<file path="src/rtl/mul_pkg.sv">
// Shared parameters and types for the 8x8 multiplier datapath.
package mul_pkg;
  localparam int W     = 8;
  localparam int PW    = 2 * W;
  localparam int IDX_W = $clog2(W);

  typedef enum logic {
    ACCUM = 1'b0,
    HOLD  = 1'b1
  } state_e;
endpackage

</file>
<file path="src/rtl/pp_row_shifter.sv">
// Zero-extends a W-bit partial-product row to 2W bits and weights it by its index.
module pp_row_shifter #(
  parameter int W     = 8,
  parameter int IDX_W = $clog2(W)
) (
  input  logic [W-1:0]     row_i,
  input  logic [IDX_W-1:0] idx_i,
  output logic [2*W-1:0]   shifted_o
);

  assign shifted_o = {{W{1'b0}}, row_i} << idx_i;

endmodule

</file>
<file path="src/rtl/pp_row_accumulator.sv">
// Accumulates shifted partial-product rows into a 2W-bit product and flags
// any product whose row-index set is not exactly {0..W-1}, each once.
module pp_row_accumulator #(
  parameter int W     = mul_pkg::W,
  parameter int IDX_W = $clog2(W)
) (
  input  logic             clk,
  input  logic             rst_n,
  input  logic             row_valid,
  output logic             row_ready,
  input  logic [W-1:0]     row_data,
  input  logic [IDX_W-1:0] row_idx,
  input  logic             row_last,
  output logic             out_valid,
  input  logic             out_ready,
  output logic [2*W-1:0]   product,
  output logic             out_err
);
  import mul_pkg::*;

  state_e           state_q;
  logic [2*W-1:0]   acc_q;
  logic [2*W-1:0]   acc_d;
  logic [W-1:0]     seen_q;
  logic [W-1:0]     seen_d;
  logic             dup_q;
  logic             dup_d;
  logic [2*W-1:0]   product_q;
  logic             err_q;
  logic [2*W-1:0]   row_shifted;
  logic [W-1:0]     idx_onehot;

  pp_row_shifter #(
    .W     (W),
    .IDX_W (IDX_W)
  ) u_shifter (
    .row_i     (row_data),
    .idx_i     (row_idx),
    .shifted_o (row_shifted)
  );

  // One-hot decode avoids indexing seen_q out of range when W is not a power of two.
  for (genvar gi = 0; gi < W; gi++) begin : g_onehot
    assign idx_onehot[gi] = (row_idx == IDX_W'(gi));
  end

  always_comb begin
    acc_d  = acc_q + row_shifted;
    seen_d = seen_q | idx_onehot;
    dup_d  = dup_q | (|(seen_q & idx_onehot));
  end

  assign row_ready = (state_q == ACCUM);
  assign out_valid = (state_q == HOLD);
  assign product   = product_q;
  assign out_err   = err_q;

  always_ff @(posedge clk or negedge rst_n) begin
    if (!rst_n) begin
      state_q   <= ACCUM;
      acc_q     <= '0;
      seen_q    <= '0;
      dup_q     <= 1'b0;
      product_q <= '0;
      err_q     <= 1'b0;
    end else begin
      case (state_q)
        ACCUM: begin
          if (row_valid) begin
            acc_q  <= acc_d;
            seen_q <= seen_d;
            dup_q  <= dup_d;
            if (row_last) begin
              product_q <= acc_d;
              err_q     <= dup_d | ~(&seen_d);
              state_q   <= HOLD;
            end
          end
        end
        HOLD: begin
          // Rows are refused here; partial state is cleared only on hand-off.
          if (out_ready) begin
            acc_q   <= '0;
            seen_q  <= '0;
            dup_q   <= 1'b0;
            state_q <= ACCUM;
          end
        end
        default: state_q <= ACCUM;
      endcase
    end
  end

endmodule

</file>
<file path="config.mk">
export PLATFORM = sky130hd
export DESIGN_NAME = pp_row_accumulator
export DESIGN_NICKNAME = d
export VERILOG_FILES = /design/src/rtl/mul_pkg.sv /design/src/rtl/pp_row_shifter.sv /design/src/rtl/pp_row_accumulator.sv
export SDC_FILE = /design/constraint.sdc
export NUM_CORES = 1
export LEC_CHECK = 0
export ABC_AREA = 1
export CAP_MARGIN = 15
export CORE_MARGIN = 4
export CORE_UTILIZATION = 30
export DETAILED_ROUTE_END_ITERATION = 8
export GPL_TIMING_DRIVEN = 1
export RECOVER_POWER = 25
export SYNTH_ARGS = -nofsm -noshare
export SYNTH_HDL_FRONTEND = slang
export SYNTH_HIERARCHICAL = 1
export SYNTH_SLANG_ARGS = --single-unit
export TNS_END_PERCENT = 50
</file>
<file path="constraint.sdc">
create_clock -name clk -period 1.57 [get_ports clk]
set_input_delay 0.471 -clock clk [delete_from_list [all_inputs] [get_ports clk]]
set_output_delay 0.471 -clock clk [all_outputs]
set_load 0.05 [all_outputs]
</file>
==> results of run 1 <==
-- registers in the layout (all words and copies together), names as in the netlist --
name and cells:
seen_q 8, acc_q 16, out_valid 1, product 16
dup_q 1, out_err 1
-- logic make-up (layout without fill, tap and decap cells) --
logic type      Yosys count  count (layout)  share of synthesized area, %
simple gates            299             299                          41.3
buf+inv                  77             162                          10.5
flops                    43              43                          34.7
compound gates           30              30                          5.28
fa+ha+maj                16              16                          6.69
xor+xnor                  5               5                          1.41
other cells               1               1                         0.121
-- Yosys cell counts (all sizes together) --
master and instances:
or2 4, fa 1, buf 11, conb 1, o21bai 1, nand3 64
o21ai 20, nand3b 3, inv 65, dfrtp 43, ha 15, nor2 26
nand4 5, xnor2 3, nor3 7, xor2 2, clkbuf 1, nand2 190
a21oi 9
-- per-layer routing --
layer,track usage [%],up-vias
met5,0,-
met1,21.8,1620
met2,28.2,77
met3,2.29,12
li1,-,1653
met4,4.36,0
-- report_power, final --
| group | leakage (uW) | internal [uW] | switching (uW) |
|---|---|---|---|
| clock | 0.0000654 | 637 | 409 |
| sequential | 0.000549 | 1500 | 433 |
| combinational | 0.00198 | 2320 | 2710 |
| total | 0.00260 | 4460 | 3550 |
-- worst min-delay path by stage --
stage,startpoint,endpoint,slack [ns],depth (start not counted)
after floorplan,rst_n,acc_q[0],0.18,0
after global placement,rst_n,product[14],0.39,1
after detailed placement,rst_n,acc_q[13],0.40,1
after CTS,rst_n,acc_q[14],0.07,1
after global routing,rst_n,product[15],0.25,1
final,rst_n,acc_q[13],0.20,1
-- through the flow --
| step | instances | total power (uW) | utilization (%) | area (um2) | setup slack [ns] |
|---|---|---|---|---|---|
| after global placement | 668 | 6010 | 42.5 | 4220 | -1.22 |
| after detailed placement | 668 | 6060 | 42.5 | 4220 | -1.21 |
| final | 689 | 8010 | 50.8 | 5030 | -0.382 |
| after global routing | 689 | 8500 | 50.8 | 5030 | -0.469 |
| after CTS | 685 | 7490 | 47.0 | 4650 | -0.480 |
| after floorplan | 471 | 4220 | - | 3260 | -0.424 |
-- layout make-up --
class                      count  area, um2  area share, %
inverter                      65        256           5.09
sequential                    43       1080           21.4
timing repair buffer          88        957           19.0
clock inverter                 2       60.1           1.19
timing repair inverter         1       7.51          0.149
clock buffer                   6       72.6           1.44
tap                          133        166           3.31
multi-input combinational    351       2440           48.4
-- worst max-delay path: stages --
cell	delay [ns]
buf_12	0.13
buf_12	0.14
nand2_8	0.07
nand3_4	0.07
nand2_1	0.07
nor2_1	0.04
ha_1	0.31
or2_4	0.26
nand3b_1	0.11
nand2_2	0.10
or2_1	0.24
nand3_1	0.07
nand2_1	0.05
-- repair_timing --
item	in CTS	in global routing
buffers inserted	8	4
resized for setup	87	109
gates cloned	1	1
endpoints found under the setup margin	36	32
hold buffers	0	0
pin swaps	40	44
==> impl_metrics.csv, run 1 <==
group,metric,value,unit
sta,max_slew.worst_pin.slew,0.738,ns
floorplanning,die_w,110,um
sta,post-route-min-period,1.95,ns
clock_tree,cts.path.max_buffers,2,
detailed_routing,routed_via_density,4.88,
pwr,power_density,1590,nW/um2
sta,finalMaxSlewViolations,0,
floorplanning,rows,36,
detailed_routing,drcViolationCount,0,
worst_setup_path,crit_path_end,"product[5]",
cells_and_area,final_cell_mix,"nand2_1 (131), inv_1 (54), buf_4 (44), dfrtp_1 (43), nand2_2 (40)",
placement,io_buffers,34,
worst_setup_path,r2r-end,"product[8]",
clock_tree,cts_made_buffers,5,
cells_and_area,synthToLayoutAreaGrowth,62.2,%
sta,worst_clock_skew,0.00774,ns
placement,routabilityCongestion,0.855,
sta,setup_slack,-0.382,ns
synth,synth_area_leaders,"dfrtp_1 (35%), nand2_1 (22%), nand3_1 (10%), inv_1 (7.0%), ha_1 (6.0%)",
cells_and_area,final_common_cell,"nand2_1",
global_route,grt_overflow_total,0,
sta,rsz0062_at_grt,"yes",
detailed_routing,wl_met2,4.96,mm
sta,setup-violations-final,30,
worst_setup_path,r2r_slack,-0.18,ns
detailed_routing,met3WireLength,437,um
detailed_routing,ant_nets,0,
synth,netlist_area,3100,um2
cells_and_area,fill_cells,929,
global_route,grt_pass1_vias,3317,
worst_setup_path,crit_arrival,2.14,ns
run_status,violations,"negative setup slack",
synth,syn-num-nets,503,
synth,synth.avg_cell_area,6.59,um2
worst_setup_path,start_kind,"primary input",
synth,synthDistinctLibCells,29,
worst_setup_path,critPathCaptureType,"flip-flop",
cells_and_area,antenna_cells,0,
synth,synth_top_area_share,34.7,%
worst_setup_path,crit_start,"row_idx[0]",
floorplanning,io_pins,35,
sta,fmax,512,MHz
run,drv_cap,0,
clock_tree,cts_tree,"yes",
sta,hold_viol,0,
synth,yosys_warnings,6,
sta,relSlewSlack,50.8,%
floorplanning,die_y,110,um
synth,ys_ff_latch,43,
clock_tree,cts_sinks,43,
pwr,vdd_drop_max,1.08,mV
global_route,grt_max_degree,32,
detailed_routing,route.vias.total,3362,
floorplanning,core,9910,um2
floorplanning,start_util,31.3,%
global_route,antenna_found_initial,0,
cells_and_area,fin_nets,587,
pwr,total_leakage_power,0.00260,uW
floorplanning,design.die.area,12000,um2
run_status,outcome,"finished with violations",
global_route,grt_pass1_wl,15.7,mm
worst_setup_path,crit_type,"primary input to flip-flop",
clock_tree,cts_max_level,2,
worst_setup_path,reg2reg_depth,8,
clock_tree,clk_pin_slew,0.09,ns
placement,post-dp-hpwl,6.65,mm
sta,fin_hold_ws,0.198,ns
worst_setup_path,critPathRequiredTime,1.76,ns
clock_tree,ctsRootBufferMaster,"clkbuf_8",
cells_and_area,layout-drive-gt1-share,41.9,%
detailed_routing,routed.top_layer,"met4",
sta,fin_setup_tns,-8.51,ns
detailed_routing,drt_wl_total,10.1,mm
worst_setup_path,r2r-start,"acc_q[0]",
detailed_routing,first_pass_iters,5,
global_route,grt_usage,16.5,%
clock_tree,clk_latency,0.30,ns
sta,post-route-period-util,124,%
synth,synth_top_area_cell,"dfrtp_1",
min_path,holdCritPathClass,"primary input to async pin",
detailed_routing,avgRoutedWirePerCell,14.7,um
synth,synthCells,471,
detailed_routing,drt-met1-wl,4.59,mm
synth,yosysSeqAreaShare,34.7,%
detailed_routing,drt_iter0_drc,157,
worst_setup_path,critPathMaxFanout,6,
(Power assumes the default switching activity.)
==> inputs of run 2 (changes only) <==
CELL_PAD_IN_SITES_DETAIL_PLACEMENT = 2   (was unset)
CELL_PAD_IN_SITES_GLOBAL_PLACEMENT = 2   (was unset)
CORE_UTILIZATION = 28   (was 30)
PLACE_DENSITY_LB_ADDON = 0.1   (was unset)
==> run 2 against run 1 <==
The run still ends with negative setup slack left. First-iteration DRC count fell by 9.6%. Sequential share of layout area fell by 0.86 points. Sequential power barely moved. Global-route usage rose by 3.9 points. Die area rose by 6.6%. Fmax fell by 8.2%. Clock power fell by 9%. Cell area rose by 4.2%. Non-clock buffer count rose by 1. Register-to-register slack got worse by 0.08 ns. Clock skew rose by 0.0067 ns.
==> impl_metrics.csv, run 2 (synthesis gave the netlist of run 1 again) <==
group,metric,value,unit
placement,io_buffers,34,
cells_and_area,fin_nets,588,
cells_and_area,fin_util,48.4,%
placement,post-dp-hpwl,8.82,mm
clock_tree,clk_latency,0.31,ns
pwr,pwr-share-comb,66.1,%
worst_setup_path,reg2reg_depth,8,
worst_setup_path,r2r-start,"acc_q[0]",
worst_setup_path,crit_buf_inv,2,
detailed_routing,route.vias.total,3494,
cells_and_area,synthToLayoutAreaGrowth,69.0,%
clock_tree,clk_pin_slew,0.09,ns
detailed_routing,drt_iter0_drc,142,
worst_setup_path,cp_slowest_cell,"ha_4",
worst_setup_path,cp_common_cell,"nand2_2",
placement,pre_cts_ws,-1.39,ns
floorplanning,core,10800,um2
run_status,outcome,"finished with violations",
worst_setup_path,critPathCaptureType,"flip-flop",
sta,post-route-min-period,2.13,ns
min_path,holdCritPathClass,"primary input to async pin",
sta,rsz0062_at_grt,"yes",
worst_setup_path,worstSetupPathDepth,15,
pwr,power_density,1640,nW/um2
sta,setup_slack,-0.556,ns
clock_tree,cts_max_level,2,
worst_setup_path,critPathRequiredTime,1.77,ns
cells_and_area,final_common_cell,"nand2_1",
global_route,antenna_found_initial,0,
clock_tree,cts_sinks,43,
detailed_routing,ant_nets,0,
cells_and_area,final_cell_mix,"nand2_1 (113), nand2_2 (58), inv_1 (50), buf_4 (45), dfrtp_1 (43)",
worst_setup_path,crit_chain,"buf_12 -> buf_12 -> nand2_2 -> nand3_2 -> nand3_2 -> nand2_2 -> ha_4 -> nand2_2 -> nand3b_1 -> nand2_2 -> nand2_1 -> nand2_1 -> nand2_2 -> nand3_1 -> nand2_1",
floorplanning,die_w,113,um
worst_setup_path,r2r-end,"product[12]",
detailed_routing,routed_via_density,5.01,
floorplanning,io_pins,35,
worst_setup_path,crit_family,"simple AND/OR/NAND/NOR gates",
sta,relSlewSlack,18.6,%
worst_setup_path,crit_type,"primary input to flip-flop",
pwr,swShare,47.3,%
run,drv_cap,0,
detailed_routing,first_pass_iters,4,
global_route,grt_max_degree,44,
pwr,vdd_drop_max,1.04,mV
clock_tree,cts_made_buffers,5,
clock_tree,ctsRootBufferMaster,"clkbuf_8",
sta,setup-violations-final,31,
global_route,grt_pass1_wl,20.6,mm
worst_setup_path,crit_start,"row_idx[0]",
detailed_routing,drcViolationCount,0,
worst_setup_path,start_kind,"primary input",
cells_and_area,final_cells,697,
pwr,seqPwrFrac,22.8,%
floorplanning,die_y,113,um
clock_tree,hold_buffers,0,
cells_and_area,ff_latch_area,1080,um2
global_route,grt_pass1_vias,3911,
sta,hold_viol,0,
clock_tree,cts.path.max_buffers,2,
detailed_routing,drt_wl_total,14.9,mm
clock_tree,cts_tree,"yes",
cells_and_area,antenna_cells,0,
sta,worst_clock_skew,0.0144,ns
detailed_routing,avgRoutedWirePerCell,21.3,um
cells_and_area,layout-drive-gt1-share,48.7,%
run_status,violations,"negative setup slack",
cells_and_area,fill_cells,1183,
sta,fmax,470,MHz
worst_setup_path,slowest_delay,0.32,ns
pwr,switching_power,4070,uW
placement,placedCellCount,674,
pwr,p_int,4530,uW
pwr,power.share.clock,11.1,%
placement,routabilityCongestion,0.801,
worst_setup_path,critPathMaxFanout,7,
floorplanning,start_util,28.6,%
cells_and_area,multi_input_area,2570,um2
global_route,grt_overflow_total,0,
floorplanning,rows,38,
pwr,total_leakage_power,0.00264,uW
sta,max_slew.worst_pin.slew,1.22,ns
global_route,grt_usage,20.4,%
sta,post-route-period-util,135,%
worst_setup_path,r2r_slack,-0.26,ns
worst_setup_path,crit_arrival,2.33,ns
sta,finalMaxSlewViolations,0,
floorplanning,design.die.area,12800,um2
run 2: cell count changes in the layout (fill, tap and decap cells not counted), moves of 4 or more:
cell and change:
o21ai_0 -4, nand3_2 +9, nand2_2 +18, nor2_1 -5
clkbuf_2 -5, inv_1 -4, nor2_4 +4, nand2_1 -18
nand3_1 -7
run 2: layer usage:
| metal | global-route usage (%) | wire length (um) | up-vias |
|---|---|---|---|
| met1 | 26.4 | 6530 | 1768 |
| met3 | 2.57 | 393 | 23 |
| li1 | - | - | 1644 |
| met4 | 3.69 | 348 | 0 |
| met2 | 36.6 | 7600 | 59 |
| met5 | 0 | 0 | - |
run 2: repair_timing:
action / 4_1_cts / 5_1_grt
pin swaps: 43 / 42
resized for setup: 133 / 104
endpoints found under the setup margin: 40 / 32
setup buffers: 7 / 5
gates cloned: 3 / 0
run 2: power by group through the flow:
stage	clock [uW]	combinational, uW	sequential (uW)
after floorplan	0	1800	2420
after global placement	0	4210	1900
after detailed placement	0	4350	1920
after CTS	996	4940	1930
after global routing	1040	6050	2010
final	952	5680	1960
run 2: cell type report:
type / count / share of cell area, %
multi-input cells: 351 / 49.0
flip-flops and latches: 43 / 20.5
repair buffers: 89 / 19.6
inverters: 65 / 5.13
well taps: 140 / 3.34
clock buffers: 6 / 1.57
clock inverters: 2 / 0.668
repair inverters: 1 / 0.167
run 2: worst max-delay path by stage:
| stage | to |
|---|---|
| global route | acc_q[13] |
| CTS | product[5] |
| global placement | product[6] |
| detailed placement | acc_q[14] |
| finish | product[9] |
| floorplan | product[5] |
run 2: through the flow:
stage	hold WS [ns]	setup TNS, ns	area [um2]	total power, uW
2_1_floorplan	0.175	-9.86	3260	4220
3_3_place_gp	0.466	-40.38	4230	6110
3_5_place_dp	0.481	-41.77	4230	6270
4_1_cts	0.142	-9.18	4830	7860
5_1_grt	0.576	-15.54	5250	9100
6_report	0.470	-12.93	5250	8590
==> inputs of run 3 (changes only) <==
ABC_AREA = unset   (was 1)
CORE_UTILIZATION = 30   (was 28)
==> run 3 against run 2 <==
The run still ends with negative setup slack left. First-iteration DRC count down 17%. Register-to-register slack lost 0.58 ns. Clock-buffer cell count increased by 1. Global-route usage shrank 0.47 points. Fmax fell by 24%. Via count decreased by 16%. Wire length is 8.2% lower. Critical endpoint is now product[11]. Largest cell class unchanged.
==> impl_metrics.csv, run 3 <==
group,metric,value,unit
synth,yosys_warnings,6,
pwr,power_density,1790,nW/um2
sta,hold_viol,0,
sta,setup-violations-final,33,
floorplanning,rows,35,
sta,setup_slack,-1.23,ns
run_status,violations,"negative setup slack",
cells_and_area,antenna_cells,0,
synth,synth_most_common_cell,"dfrtp_1",
clock_tree,clk_latency,0.32,ns
synth,synth_top_area_cell,"dfrtp_1",
sta,fin_hold_ws,0.458,ns
detailed_routing,routed_via_density,5.54,
synth,yosys-top-cells-count,"dfrtp_1 (43), nand2_1 (30), a21oi_1 (22), o21ai_0 (22), nor2_1 (18)",
worst_setup_path,critPathMaxFanout,4,
worst_setup_path,crit_type,"primary input to flip-flop",
run_status,outcome,"finished with violations",
synth,syn-num-nets,318,
detailed_routing,first_pass_iters,4,
global_route,grt_pass1_vias,3131,
sta,fin_setup_tns,-27.50,ns
run,drv_cap,0,
synth,async_flop_share,100,%
cells_and_area,fin_nets,452,
clock_tree,cts_tree,"yes",
synth,netlist_area,2830,um2
synth,synthDistinctLibCells,54,
synth,synth_top_area_share,38.0,%
cells_and_area,multi_input_area,2220,um2
worst_setup_path,critPathCaptureType,"flip-flop",
clock_tree,cts_made_buffers,5,
detailed_routing,drt-met1-wl,5.98,mm
sta,relSlewSlack,23.2,%
synth,synth_area_leaders,"dfrtp_1 (38%), ha_1 (6.6%), mux2_2 (6.0%), nand2_1 (4.0%), a21oi_1 (3.9%)",
sta,rsz0062_at_grt,"yes",
sta,max_slew.worst_pin.slew,1.15,ns
detailed_routing,met3WireLength,553,um
worst_setup_path,crit_arrival,3.00,ns
synth,synthCells,286,
global_route,grt_overflow_total,0,
floorplanning,io_pins,35,
placement,pre_cts_ws,-2.09,ns
synth,synth-edff-count,0,
cells_and_area,ff_latch_area,1080,um2
clock_tree,hold_buffers,0,
pwr,total_leakage_power,0.00227,uW
sta,finalMaxSlewViolations,0,
cells_and_area,final_cell_mix,"buf_4 (89), dfrtp_1 (42), nand2_1 (26), buf_12 (20), buf_6 (19)",
detailed_routing,wl_met2,6.81,mm
synth,yosysSeqAreaShare,38.0,%
floorplanning,design.die.area,11100,um2
detailed_routing,drcViolationCount,0,
floorplanning,die_w,105,um
clock_tree,ctsRootBufferMaster,"clkbuf_8",
detailed_routing,drt_iter0_drc,118,
worst_setup_path,r2r_slack,-0.84,ns
global_route,grt_usage,19.9,%
cells_and_area,fill_cells,912,
floorplanning,die_y,105,um
detailed_routing,ant_nets,0,
pwr,vdd_drop_max,0.944,mV
cells_and_area,final_common_cell,"buf_4",
placement,io_buffers,34,
synth,ys_ff_latch,43,
global_route,grt_max_degree,44,
clock_tree,cts_sinks,43,
clock_tree,cts_max_level,2,
worst_setup_path,critPathRequiredTime,1.77,ns
floorplanning,start_util,30.8,%
detailed_routing,route.vias.total,2949,
sta,post-route-min-period,2.80,ns
synth,synth.avg_cell_area,9.91,um2
global_route,antenna_found_initial,0,
cells_and_area,layout-drive-gt1-share,57.7,%
floorplanning,core,9200,um2
global_route,grt_pass1_wl,17.5,mm
sta,post-route-period-util,178,%
detailed_routing,avgRoutedWirePerCell,25.7,um
placement,post-dp-hpwl,7.57,mm
cells_and_area,fin_util,54.3,%
min_path,holdCritPathClass,"primary input to async pin",
placement,routabilityCongestion,0.844,
sta,worst_clock_skew,0.0149,ns
worst_setup_path,start_kind,"primary input",
synth,synth_ff_type,"dfrtp_1",
detailed_routing,drt_wl_total,13.7,mm
clock_tree,cts.path.max_buffers,2,
detailed_routing,routed.top_layer,"met4",
cells_and_area,synthToLayoutAreaGrowth,76.2,%
clock_tree,clk_pin_slew,0.09,ns
sta,fmax,358,MHz
==> run 3: changes by cell type in the layout (fill, tap and decap cells not counted), sizes merged, moves of 8 or more <==
cell and delta:
a21oi +15, nand2 -160, nand3 -62, a22o +12, mux2 +18, mux2i +11
buf +54, inv -60, nor2 -8
==> run 3: logic make-up (layout without fill, tap and decap cells) <==
group / after synthesis / in the layout / synth area share (%)
XOR/XNOR: 15 / 15 / 4.64
multiplexers: 31 / 31 / 13.9
AO/OA/AOI/OAI: 88 / 88 / 21.2
buffers and inverters: 23 / 158 / 3.66
AND/OR/NAND/NOR: 69 / 69 / 11.2
other: 1 / 1 / 0.132
adder cells (fa/ha/maj): 16 / 16 / 7.33
flip-flops: 43 / 43 / 38.0
==> run 3: cell type report <==
class	count	share of cell area, %
inverters	6	0.652
well taps	111	2.78
clock inverters	1	0.175
flip-flops and latches	43	21.6
repair buffers	144	28.5
clock buffers	7	1.73
multi-input cells	220	44.6
==> run 3: what timing repair did <==
item	in CTS	in global routing
endpoints found under the setup margin	38	36
buffers inserted	10	13
gates resized for setup	78	81
gates cloned	0	0
pin swaps	25	25
==> run 3: power by group <==
group	internal [uW]	total [uW]	switching (uW)
Combinational	3100	6190	3080
Sequential	1510	1950	441
Clock	362	798	437
==> run 3: path summary, 6_finish.rpt <==
kind,from,to,depth (start not counted)
worst max-delay path,row_idx[1],product[11],15
worst min-delay path,rst_n,product[9],2
worst max register to register,acc_q[0],acc_q[14],8
worst min register to register,acc_q[13],acc_q[13],2
max in group asynchronous,rst_n,out_valid,2
min in group clk,acc_q[13],acc_q[13],2
==> run 3: layer usage <==
| metal | global-route usage [%] | vias to the layer above |
|---|---|---|
| met4 | 4.97 | 0 |
| met2 | 32.3 | 75 |
| met3 | 3.27 | 23 |
| met1 | 27.5 | 1547 |
| met5 | 0 | - |
| li1 | - | 1304 |
==> run 3: stage by stage <==
step           std cells  power (uW)  instance area, um2
2_1_floorplan        286        4130                2900
3_3_place_gp         501        6250                4140
3_5_place_dp         501        6410                4140
4_1_cts              519        7620                4550
5_1_grt              532        9330                4990
6_report             532        8940                4990
==> run 3: critical path, stage by stage <==
cell and delay (ns):
buf_8 0.10, buf_6 0.12, mux2_4 0.33, mux2i_4 0.22, nor2_2 0.07, ha_1 0.35, buf_6 0.16, nand4_4 0.10
a21oi_4 0.05, a311oi_4 0.25, buf_6 0.16, buf_4 0.12, o21bai_4 0.08, xor2_2 0.15, mux2_4 0.28
